`src/rtl/data_sram_like_bridge_pkg.sv`:
```
// -----------------------------------------------------------------------------
// data_sram_like_bridge_pkg
// Shared CPU-side definitions for the MEM-stage to sram-like bridge:
//   state_e    - bridge FSM states (IDLE, ADDR, DATA, DONE)
//   SIZE_*     - access size codes carried on mem_size / data_size
//   norm_size  - folds the unused size code 3 onto a word access
// -----------------------------------------------------------------------------
package data_sram_like_bridge_pkg;

  typedef enum logic [1:0] {
    ST_IDLE = 2'd0,
    ST_ADDR = 2'd1,
    ST_DATA = 2'd2,
    ST_DONE = 2'd3
  } state_e;

  localparam logic [1:0] SIZE_BYTE = 2'd0;
  localparam logic [1:0] SIZE_HALF = 2'd1;
  localparam logic [1:0] SIZE_WORD = 2'd2;

  // Size code 3 has no meaning downstream; treat it as a word access.
  function automatic logic [1:0] norm_size(input logic [1:0] size);
    return (size == 2'd3) ? SIZE_WORD : size;
  endfunction

endpackage

```
`src/rtl/data_sram_like_bridge_if.sv`:
```
// -----------------------------------------------------------------------------
// Bus interfaces around data_sram_like_bridge.
//
// data_sram_like_bridge_mem_if : pipeline MEM stage <-> bridge
//   master (pipeline) drives mem_en/mem_wen/mem_size/mem_addr/mem_wdata/pipe_stall
//   slave  (bridge)   drives mem_rdata/mem_stall
//
// data_sram_like_bridge_if : bridge <-> cache_module cpu_data_* (sram-like)
//   master (bridge) drives data_req/data_wr/data_size/data_addr/data_wdata
//   slave  (cache)  drives data_rdata/data_addr_ok/data_data_ok
//
// Handshake: on the sram-like side a request is accepted on a rising edge
// where data_req=1 and data_addr_ok=1; the request fields must stay stable
// from the first cycle data_req is high until that edge. The response is a
// single cycle with data_data_ok=1 (data_rdata valid for loads), which only
// ever follows an accepted address. On the pipeline side mem_en is held with
// its fields constant for as long as mem_stall=1.
// -----------------------------------------------------------------------------
interface data_sram_like_bridge_mem_if;
  logic        mem_en;
  logic        mem_wen;
  logic [1:0]  mem_size;
  logic [31:0] mem_addr;
  logic [31:0] mem_wdata;
  logic        pipe_stall;
  logic [31:0] mem_rdata;
  logic        mem_stall;

  modport master (
    output mem_en, mem_wen, mem_size, mem_addr, mem_wdata, pipe_stall,
    input  mem_rdata, mem_stall
  );

  modport slave (
    input  mem_en, mem_wen, mem_size, mem_addr, mem_wdata, pipe_stall,
    output mem_rdata, mem_stall
  );
endinterface

interface data_sram_like_bridge_if;
  logic        data_req;
  logic        data_wr;
  logic [1:0]  data_size;
  logic [31:0] data_addr;
  logic [31:0] data_wdata;
  logic [31:0] data_rdata;
  logic        data_addr_ok;
  logic        data_data_ok;

  modport master (
    output data_req, data_wr, data_size, data_addr, data_wdata,
    input  data_rdata, data_addr_ok, data_data_ok
  );

  modport slave (
    input  data_req, data_wr, data_size, data_addr, data_wdata,
    output data_rdata, data_addr_ok, data_data_ok
  );
endinterface

```
`src/rtl/data_sram_like_bridge.sv`:
```
// -----------------------------------------------------------------------------
// data_sram_like_bridge
// Converts the MEM-stage access request (mem_*) into a single outstanding
// sram-like transaction toward cache_module and freezes the pipeline while
// it is in progress.
//
// Ports:
//   clk     - sole clock, rising edge
//   rst     - synchronous active-high reset
//   mem     - pipeline side (slave modport): request in, rdata/stall out
//   data    - sram-like side (master modport): request out, response in
//   state_o - current FSM state (debug visibility)
//
// A zero-wait slave (addr_ok in the request cycle, data_ok the next cycle)
// completes in two cycles with mem_stall high for only the first.
// -----------------------------------------------------------------------------
module data_sram_like_bridge
  import data_sram_like_bridge_pkg::*;
(
  input  logic                          clk,
  input  logic                          rst,
  data_sram_like_bridge_mem_if.slave    mem,
  data_sram_like_bridge_if.master       data,
  output state_e                        state_o
);

  state_e      state_q;
  logic        wr_q;
  logic [1:0]  size_q;
  logic [31:0] addr_q;
  logic [31:0] wdata_q;
  logic [31:0] rdata_q;

  logic        in_idle;
  logic        resp_now;

  assign in_idle  = (state_q == ST_IDLE);
  assign resp_now = (state_q == ST_DATA) && data.data_data_ok;
  assign state_o  = state_q;

  // ---------------------------------------------------------------------------
  // FSM and request/response registers
  // ---------------------------------------------------------------------------
  always_ff @(posedge clk) begin
    if (rst) begin
      state_q <= ST_IDLE;
      wr_q    <= 1'b0;
      size_q  <= SIZE_BYTE;
      addr_q  <= 32'h0;
      wdata_q <= 32'h0;
      rdata_q <= 32'h0;
    end else begin
      unique case (state_q)
        ST_IDLE: begin
          if (mem.mem_en) begin
            // Capture the request so a stalled address phase cannot be
            // disturbed by the pipeline changing mem_* underneath it.
            wr_q    <= mem.mem_wen;
            size_q  <= norm_size(mem.mem_size);
            addr_q  <= mem.mem_addr;
            wdata_q <= mem.mem_wdata;
            state_q <= data.data_addr_ok ? ST_DATA : ST_ADDR;
          end
        end
        ST_ADDR: begin
          if (data.data_addr_ok) state_q <= ST_DATA;
        end
        ST_DATA: begin
          if (data.data_data_ok) begin
            // Stores capture too; the pipeline ignores the value.
            rdata_q <= data.data_rdata;
            // If the pipeline is frozen by someone else, mem_en stays high
            // for this same access; park so it is not issued twice.
            state_q <= mem.pipe_stall ? ST_DONE : ST_IDLE;
          end
        end
        ST_DONE: begin
          if (!mem.pipe_stall) state_q <= ST_IDLE;
        end
        default: state_q <= ST_IDLE;
      endcase
    end
  end

  // ---------------------------------------------------------------------------
  // Outputs. In IDLE the request is forwarded live so a zero-wait slave can
  // accept it in the same cycle; afterwards the latched copy is presented.
  // ---------------------------------------------------------------------------
  always_comb begin
    data.data_req  = 1'b0;
    mem.mem_stall  = 1'b0;
    if (!rst) begin
      unique case (state_q)
        ST_IDLE: begin
          data.data_req = mem.mem_en;
          mem.mem_stall = mem.mem_en;
        end
        ST_ADDR: begin
          data.data_req = 1'b1;
          mem.mem_stall = 1'b1;
        end
        ST_DATA: begin
          mem.mem_stall = !data.data_data_ok;
        end
        ST_DONE: begin
          mem.mem_stall = 1'b0;
        end
        default: begin
          data.data_req = 1'b0;
          mem.mem_stall = 1'b0;
        end
      endcase
    end
  end

  assign data.data_wr    = in_idle ? mem.mem_wen               : wr_q;
  assign data.data_size  = in_idle ? norm_size(mem.mem_size)   : size_q;
  assign data.data_addr  = in_idle ? mem.mem_addr              : addr_q;
  assign data.data_wdata = in_idle ? mem.mem_wdata             : wdata_q;

  // Load data bypasses the register in the response cycle so the pipeline
  // sees it without an extra stall cycle.
  assign mem.mem_rdata = resp_now ? data.data_rdata : rdata_q;

endmodule

```
`src/flat_wrapper.sv`:
```
// flat-port wrapper written by rule: the top's interface ports become plain ports
module data_sram_like_bridge_flat import data_sram_like_bridge_pkg::*;
  (clk, rst, state_o, mem_mem_en, mem_mem_wen, mem_mem_size, mem_mem_addr, mem_mem_wdata, mem_pipe_stall, mem_mem_rdata, mem_mem_stall, data_data_req, data_data_wr, data_data_size, data_data_addr, data_data_wdata, data_data_rdata, data_data_addr_ok, data_data_data_ok);
  data_sram_like_bridge_mem_if mem_i ();
  data_sram_like_bridge_if data_i ();
  input  logic clk;
  input  logic rst;
  output state_e state_o;
  input wire logic [$bits(mem_i.mem_en)-1:0] mem_mem_en;
  input wire logic [$bits(mem_i.mem_wen)-1:0] mem_mem_wen;
  input wire logic [$bits(mem_i.mem_size)-1:0] mem_mem_size;
  input wire logic [$bits(mem_i.mem_addr)-1:0] mem_mem_addr;
  input wire logic [$bits(mem_i.mem_wdata)-1:0] mem_mem_wdata;
  input wire logic [$bits(mem_i.pipe_stall)-1:0] mem_pipe_stall;
  output wire logic [$bits(mem_i.mem_rdata)-1:0] mem_mem_rdata;
  output wire logic [$bits(mem_i.mem_stall)-1:0] mem_mem_stall;
  output wire logic [$bits(data_i.data_req)-1:0] data_data_req;
  output wire logic [$bits(data_i.data_wr)-1:0] data_data_wr;
  output wire logic [$bits(data_i.data_size)-1:0] data_data_size;
  output wire logic [$bits(data_i.data_addr)-1:0] data_data_addr;
  output wire logic [$bits(data_i.data_wdata)-1:0] data_data_wdata;
  input wire logic [$bits(data_i.data_rdata)-1:0] data_data_rdata;
  input wire logic [$bits(data_i.data_addr_ok)-1:0] data_data_addr_ok;
  input wire logic [$bits(data_i.data_data_ok)-1:0] data_data_data_ok;
  assign mem_i.mem_en = mem_mem_en;
  assign mem_i.mem_wen = mem_mem_wen;
  assign mem_i.mem_size = mem_mem_size;
  assign mem_i.mem_addr = mem_mem_addr;
  assign mem_i.mem_wdata = mem_mem_wdata;
  assign mem_i.pipe_stall = mem_pipe_stall;
  assign mem_mem_rdata = mem_i.mem_rdata;
  assign mem_mem_stall = mem_i.mem_stall;
  assign data_data_req = data_i.data_req;
  assign data_data_wr = data_i.data_wr;
  assign data_data_size = data_i.data_size;
  assign data_data_addr = data_i.data_addr;
  assign data_data_wdata = data_i.data_wdata;
  assign data_i.data_rdata = data_data_rdata;
  assign data_i.data_addr_ok = data_data_addr_ok;
  assign data_i.data_data_ok = data_data_data_ok;
  data_sram_like_bridge u_core (.clk(clk), .rst(rst), .mem(mem_i), .data(data_i), .state_o(state_o));
endmodule
```
`config.mk`:
```
export PLATFORM = sky130hd
export DESIGN_NAME = data_sram_like_bridge_flat
export DESIGN_NICKNAME = d
export VERILOG_FILES = /design/src/rtl/data_sram_like_bridge_pkg.sv /design/src/rtl/data_sram_like_bridge_if.sv /design/src/rtl/data_sram_like_bridge.sv /design/src/flat_wrapper.sv
export SDC_FILE = /design/constraint.sdc
export NUM_CORES = 1
export LEC_CHECK = 0
export CELL_PAD_IN_SITES_DETAIL_PLACEMENT = 1
export CELL_PAD_IN_SITES_GLOBAL_PLACEMENT = 2
export CORE_ASPECT_RATIO = 0.7
export CORE_MARGIN = 5
export CORE_UTILIZATION = 30
export CTS_CLUSTER_DIAMETER = 30
export DETAILED_ROUTE_END_ITERATION = 10
export GPL_TIMING_DRIVEN = 0
export PLACE_DENSITY = 0.94
export SLEW_MARGIN = 20
export SYNTH_ARGS = -nofsm -noshare
export SYNTH_HDL_FRONTEND = slang
export SYNTH_SLANG_ARGS = --single-unit
```
`constraint.sdc`:
```
create_clock -name clk -period 2.5 [get_ports clk]
set_input_delay 0.5 -clock clk [delete_from_list [all_inputs] [get_ports clk]]
set_output_delay 0.5 -clock clk [all_outputs]
set_load 0.01 [all_outputs]
```
==> results.md, run 1 <==
* DPL Wire Length at 14280 um
* Wire length of the first global-routing pass at 29460 um
* ANT nets after route at 0
* Clock latency on the worst-skew pair at 0.35 ns
* Post-Syn Area at 0.005866 sq mm
* Die footprint at 0.02249 sq mm
* Crit path buf inv count at 6
* Layout cells sized above 1 at 0.2629
* Library cells used by synthesis at 22
* Clock transition at path regs at 0.07 ns
* Top-count cell post-synth: nand2b_1
* Final Power at 4.681 mW
* Input/output buffers at 206
* Rows at 42
* Initial Utilization at 0.3075
* Synth area leader: dfxtp_1
* Top post-synthesis cells by count: 197 x nand2b_1, 101 x dfxtp_1, 100 x mux2i_1
* Clock tree from TritonCTS: done
* Total wire length at 19340 um
* H-tree depth at 3
* Post-synth EDFFs at 0
* Power density over the cells at 525.9 mW/mm^2
* Number of synthesized register bits at 101
* CTS Buf Count at 9
* Outcome: finished clean
* P_leak at 3.710 nW
* Period utilization at 0.9861
* Slowest stage delay, CP at 0.36 ns
* Max-slew violations at 0
* RSZ-0062 raised after global routing: true
* Vias in the first global route at 5185
* Routed wire per std cell at 17.94 um
* Crit path launch: u_core.state_o[1]$_SDFFE_PP0P_
* Final WS setup at 0.03467 ns
* Die Wd at 177.1 um
* Yosys top cell area share at 0.3447
* First-pass DRT Iterations at 4
* DR WL met2 at 8205 um
* Clock Tree Buf Depth at 2
* N_diodes at 0
* Detailed-route DRC error count at 0
* Gate Count Post-Synth at 560
* MaxCap Viol Count at 0
* Crit-path cells: buf_8 > nor2_4 > buf_8 > buf_6 > buf_12 > buf_16 > mux2_2 > buf_2
* Post-synthesis sequential area ratio at 0.3447
* Worst path slowest cell: dfxtp_4
* Clk sinks at 101
* M1 wire length at 9347 um
* Final std cells w/o fill at 1078
* # IOs at 208
* Gr usage total at 0.1657
* Pin count of the biggest net entering global routing at 18
* Area of the core at 0.01908 sq mm
* WS Path Type: reg2out
* Setup violations, final at 0
* Finished Core Util at 0.4666
* Ys flop type: dfxtp_1
* Worst Max-Slew Pin Slew at 0.7010 ns
* Hold Path Class: reg2reg
* Skew final at 0.004859 ns
* Setup TNS at 0 ns
* CP max FO at 8
* Hold_sp: u_core.wdata_q[20]$_SDFFE_PP0P_
* R2R Path Start: u_core.state_o[0]$_SDFFE_PP0P_
* Synthesis warning total at 0
* Peak supply drop at 279.2 uV
* Post-synth ARST share at 0
* Max_slew headroom at 0.5327
* Hold Vio Cnt, Final at 0
* Vias at 4791
* CTS Root Cell: clkbuf_16
* # hold bufs at CTS at 0
* Max Freq at 405.6 MHz
* Minimum clock period at 2.465 ns
* Remaining Overflow, GRT at 0
* Top routing layer used: met5
* Die extent in y at 127.0 um
* Critical Path Most Common Cell: buf_8
* Crit. End Element: output pin
* WP data arrival at 1.97 ns
* Req. time, crit path at 2.00 ns
* Gpl congestion at 0.7620
* Metal3 WL at 1654 um
* Post-Place Worst Slack at -0.4204 ns
* Syn Area/Cell at 10.47 sq um
* Fin nets at 914
* Vias per inst at 4.444
* Cell family with most CP delay: buffers and inverters
* Initial antenna violation count at 1
* Setup crit start kind: flop
* Synth Net Count at 665
* Layout area overhead at 51.75%
* Ranking of synthesized cells by area: dfxtp_1 34%, nand2b_1 21%, mux2i_1 17%
* DRT iter0 DRCs at 130
* Cells after DPL at 1030
-- tightest hold or removal path, stage by stage, from the launching register on --
cell,delay [ns]
dfxtp_1,0.31
nand2b_1,0.06
mux2i_1,0.06
-- metal layers --
layer | vias up | global-route usage
met2 | 142 | 0.2534
met1 | 2256 | 0.2262
met3 | 13 | 0.06468
met5 | - | 0
met4 | 2 | 0.02729
li1 | 2378 | -
-- what timing repair did --
| action | CTS | global route |
|---|---|---|
| endpoints found under the hold margin | 0 | 0 |
| resized for setup | 187 | 88 |
| cloned | 5 | 2 |
| endpoints found under the setup margin | 100 | 76 |
| buffers inserted | 16 | 11 |
| pin swaps | 2 | 1 |
-- registers in the layout, indices dropped and copies added, names as in the netlist --
name,flops
u_core.addr_q,32
u_core.rdata_q,32
u_core.wdata_q,32
u_core.size_q,2
u_core.state_o,2
u_core.wr_q,1
-- path summary, 6_finish.rpt --
| check | to | slack [ns] | cells past startpoint |
|---|---|---|---|
| setup reg to reg | u_core.wdata_q[19]$_SDFFE_PP0P_ | 0.81 | 6 |
| setup / recovery | data_data_addr[3] | 0.03 | 8 |
| hold reg to reg | u_core.wdata_q[20]$_SDFFE_PP0P_ | 0.48 | 2 |
| hold / removal | u_core.wdata_q[20]$_SDFFE_PP0P_ | 0.48 | 2 |
-- cells in the final DEF, fill, tap and decap left out, drive strengths merged, types with 4 or more instances in the layout --
| cell type | netlist | final |
|---|---|---|
| nand2b | 197 | 197 |
| clkdlybuf4s50 | 0 | 105 |
| dfxtp | 101 | 101 |
| mux2i | 100 | 100 |
| mux2 | 98 | 98 |
| buf | 23 | 69 |
| clkbuf | 22 | 52 |
| clkdlybuf4s15 | 0 | 31 |
| dlygate4sd2 | 0 | 26 |
| dlymetal6s2s | 0 | 9 |
| inv | 3 | 4 |
-- cells by family (layout without fill, tap and decap cells) --
kind of cell / Yosys count / count (layout) / synth area share
simple gates: 207 / 207 / 0.2214
mux: 198 / 198 / 0.3767
flops: 101 / 101 / 0.3447
buf+inv: 48 / 302 / 0.04970
compound gates: 6 / 6 / 0.007467
-- area by class of cell --
class	instances	area [sq um]
well taps	264	330.3
clock inverters	7	75.07
repair buffers	240	2301
plain buffers	43	344.1
clock buffers	9	225.2
fillers	2127	10170
flip-flops and latches	101	2027
inverters	3	11.26
multi-input cells	411	3587
-- report_power, final --
part / total, mW / switching, mW / internal [mW]
clock: 1.46 / 0.675 / 0.781
sequential: 1.77 / 0.0589 / 1.71
combinational: 1.45 / 0.596 / 0.855
total: 4.68 / 1.33 / 3.35
-- through the flow --
stage	hold WS, ns	instance area (sq um)
after global routing	0.4930	8901
after detailed placement	0.4668	8258
after global placement	0.4582	8258
after CTS	0.4802	8778
after floorplan	0.4452	5866
final	0.4756	8901
Power figures use the tool's default switching activity.
==> run 2, diff against run 1 <==
--- a/config.mk
+++ b/config.mk
@@ -10,10 +10,11 @@
 export CORE_ASPECT_RATIO = 0.7
 export CORE_MARGIN = 5
 export CORE_UTILIZATION = 30
+export CTS_BUF_LIST = sky130_fd_sc_hd__clkbuf_2
 export CTS_CLUSTER_DIAMETER = 30
 export DETAILED_ROUTE_END_ITERATION = 10
 export GPL_TIMING_DRIVEN = 0
-export PLACE_DENSITY = 0.94
+export PLACE_DENSITY = 0.92
 export SLEW_MARGIN = 20
 export SYNTH_ARGS = -nofsm -noshare
 export SYNTH_HDL_FRONTEND = slang
==> run 2 against run 1 <==
  * The run now ends with setup timing left
  * Sequential power about the same
  * First-iteration DRC count grew 52%
  * Largest cell class unchanged
  * Combinational power increased by 21%
  * Sequential share of layout area down 1.0 points
  * Critical path depth is 1 lower
  * Core utilization is 2.2 points higher
  * Critical path type unchanged
==> results.md, run 2 (synthesized netlist as in run 1, its figures left out) <==
* Commonest non-fill, non-tap cell in the layout: nand2b_1
* Clock Tree Buf Depth at 2
* Rows at 42
* Gr busiest metal: met2
* Peak supply drop at 232.9 uV
* H-tree depth at 3
* Routed wire per std cell at 18.76 um
* Remaining Overflow, GRT at 0
* Wire length of the first global-routing pass at 30930 um
* Skew final at 0.03786 ns
* Crit. End Element: output pin
* Largest regs: u_core.addr_q: 32 flops, u_core.rdata_q: 32 flops, u_core.wdata_q: 32 flops
* Input/output buffers at 206
* Initial Utilization at 0.3075
* Layout area overhead at 59.04%
* Worst Max-Slew Pin Slew at 0.7248 ns
* Hold Path Class: in2reg
* DRT iter0 DRCs at 197
* Met2 usage at 0.2826
* Layout cells sized above 1 at 0.3487
* Multi-input logic area at 0.003779 sq mm
* MaxCap Viol Count at 0
* Vias at 5000
* Met3 GRT Util at 0.05966
* # hold bufs at CTS at 0
* Max_slew headroom at 0.5168
* Gpl congestion at 0.7714
* Period utilization at 1.057
* # IOs at 208
* Global-route track usage on met1 at 0.2263
* Fin nets at 926
* Hold Vio Cnt, Final at 0
* Final Power at 4.453 mW
* DPL Wire Length at 14660 um
* Die extent in y at 127.0 um
* Minimum clock period at 2.644 ns
* Max Freq at 378.3 MHz
* Clock transition at path regs at 0.24 ns
* ANT nets after route at 0
* P_leak at 3.949 nW
* Clock latency on the worst-skew pair at 0.62 ns
* RSZ-0062 raised after global routing: true
* Final WS setup at -0.1437 ns
* Req. time, crit path at 2.00 ns
* Total wire length at 20450 um
* Gr usage total at 0.1741
* Clock tree from TritonCTS: done
* Most frequent cells in the layout: 197 x nand2b_1, 105 x clkdlybuf4s50_1, 104 x buf_6
* Vias in the first global route at 5480
* Finished Core Util at 0.4890
* Area of the core at 0.01908 sq mm
* N_diodes at 0
* Clk sinks at 101
* WP data arrival at 2.14 ns
* Setup violations, final at 80
* Pin count of the biggest net entering global routing at 17
* CTS Root Cell: clkbuf_2
* Detailed-route DRC error count at 0
* Fillers at 2103
* Register area at 0.002027 sq mm
* Max-slew violations at 0
* Setup crit start kind: flop
* Initial antenna violation count at 3
* Die Wd at 177.1 um
* Failing checks: setup timing
* Die footprint at 0.02249 sq mm
* Power density over the cells at 477.3 mW/mm^2
* CTS Buf Count at 9
* WS Path Type: reg2out
* Outcome: finished with violations
* Post-Place Worst Slack at -0.4223 ns
* First-pass DRT Iterations at 4
* CP max FO at 6
* Vias per inst at 4.587
[run 2: cell types whose count changed in the layout (fill, tap and decap cells not counted), sizes merged]
cell / previous run / this run
buf: 69 / 160
dlygate4sd2: 26 / 0
bufinv: 1 / 2
dlymetal6s2s: 9 / 1
clkinvlp: 3 / 0
clkinv: 2 / 3
clkbuf: 52 / 39
clkdlybuf4s15: 31 / 0
[run 2: path summary, 6_finish.rpt]
kind | startpoint | to | slack [ns] | depth (start not counted)
setup / recovery | u_core.state_o[1]$_SDFFE_PP0P_ | mem_mem_rdata[12] | -0.14 | 7
hold / removal | rst | u_core.state_o[1]$_SDFFE_PP0P_ | 0.39 | 2
setup reg to reg | u_core.state_o[1]$_SDFFE_PP0P_ | u_core.wdata_q[7]$_SDFFE_PP0P_ | 0.78 | 6
hold reg to reg | u_core.rdata_q[19]$_SDFFE_PP0P_ | u_core.rdata_q[19]$_SDFFE_PP0P_ | 0.49 | 2
[run 2: critical path, stage by stage, from the launching register on]
cell and delay, ns:
dfxtp_2 0.39, buf_6 0.11, and3b_2 0.21, buf_12 0.15, clkbuf_16 0.16, buf_6 0.11, mux2_4 0.29, buf_6 0.12
[run 2: layer usage]
layer,vias to the layer above,wire length [um]
li1,2397,-
met2,154,9273
met4,4,234
met5,-,19
met3,19,1558
met1,2426,9360
[run 2: power breakdown]
group	internal (mW)	total (mW)	switching, mW
Combinational	1.08	1.75	0.671
Sequential	1.72	1.79	0.0641
Clock	0.336	0.919	0.583
[run 2: cell type report]
cell class / count / area share
plain buffers: 41 / 0.03514
clock buffers: 10 / 0.005365
clock inverters: 6 / 0.009254
inverters: 3 / 0.001207
multi-input cells: 411 / 0.4050
flip-flops and latches: 101 / 0.2173
well taps: 264 / 0.03541
repair buffers: 254 / 0.2913
[run 2: what timing repair did]
item,4_1_cts,5_1_grt
gates resized for setup,457,162
pin swaps,1,2
cloned,3,4
setup endpoints to repair,101,100
setup buffers,18,28
hold endpoints to repair,0,0
[run 2: per-stage QoR]
step	TNS, ns	std cells	hold WS, ns	area [sq um]
2_1_floorplan	0	560	0.4452	5866
3_3_place_gp	-11.35	1030	0.4557	8258
3_5_place_dp	-11.89	1030	0.4634	8258
4_1_cts	-17.13	1066	0.2828	8842
5_1_grt	-20.18	1090	0.3407	9329
6_report	-6.295	1090	0.3949	9329
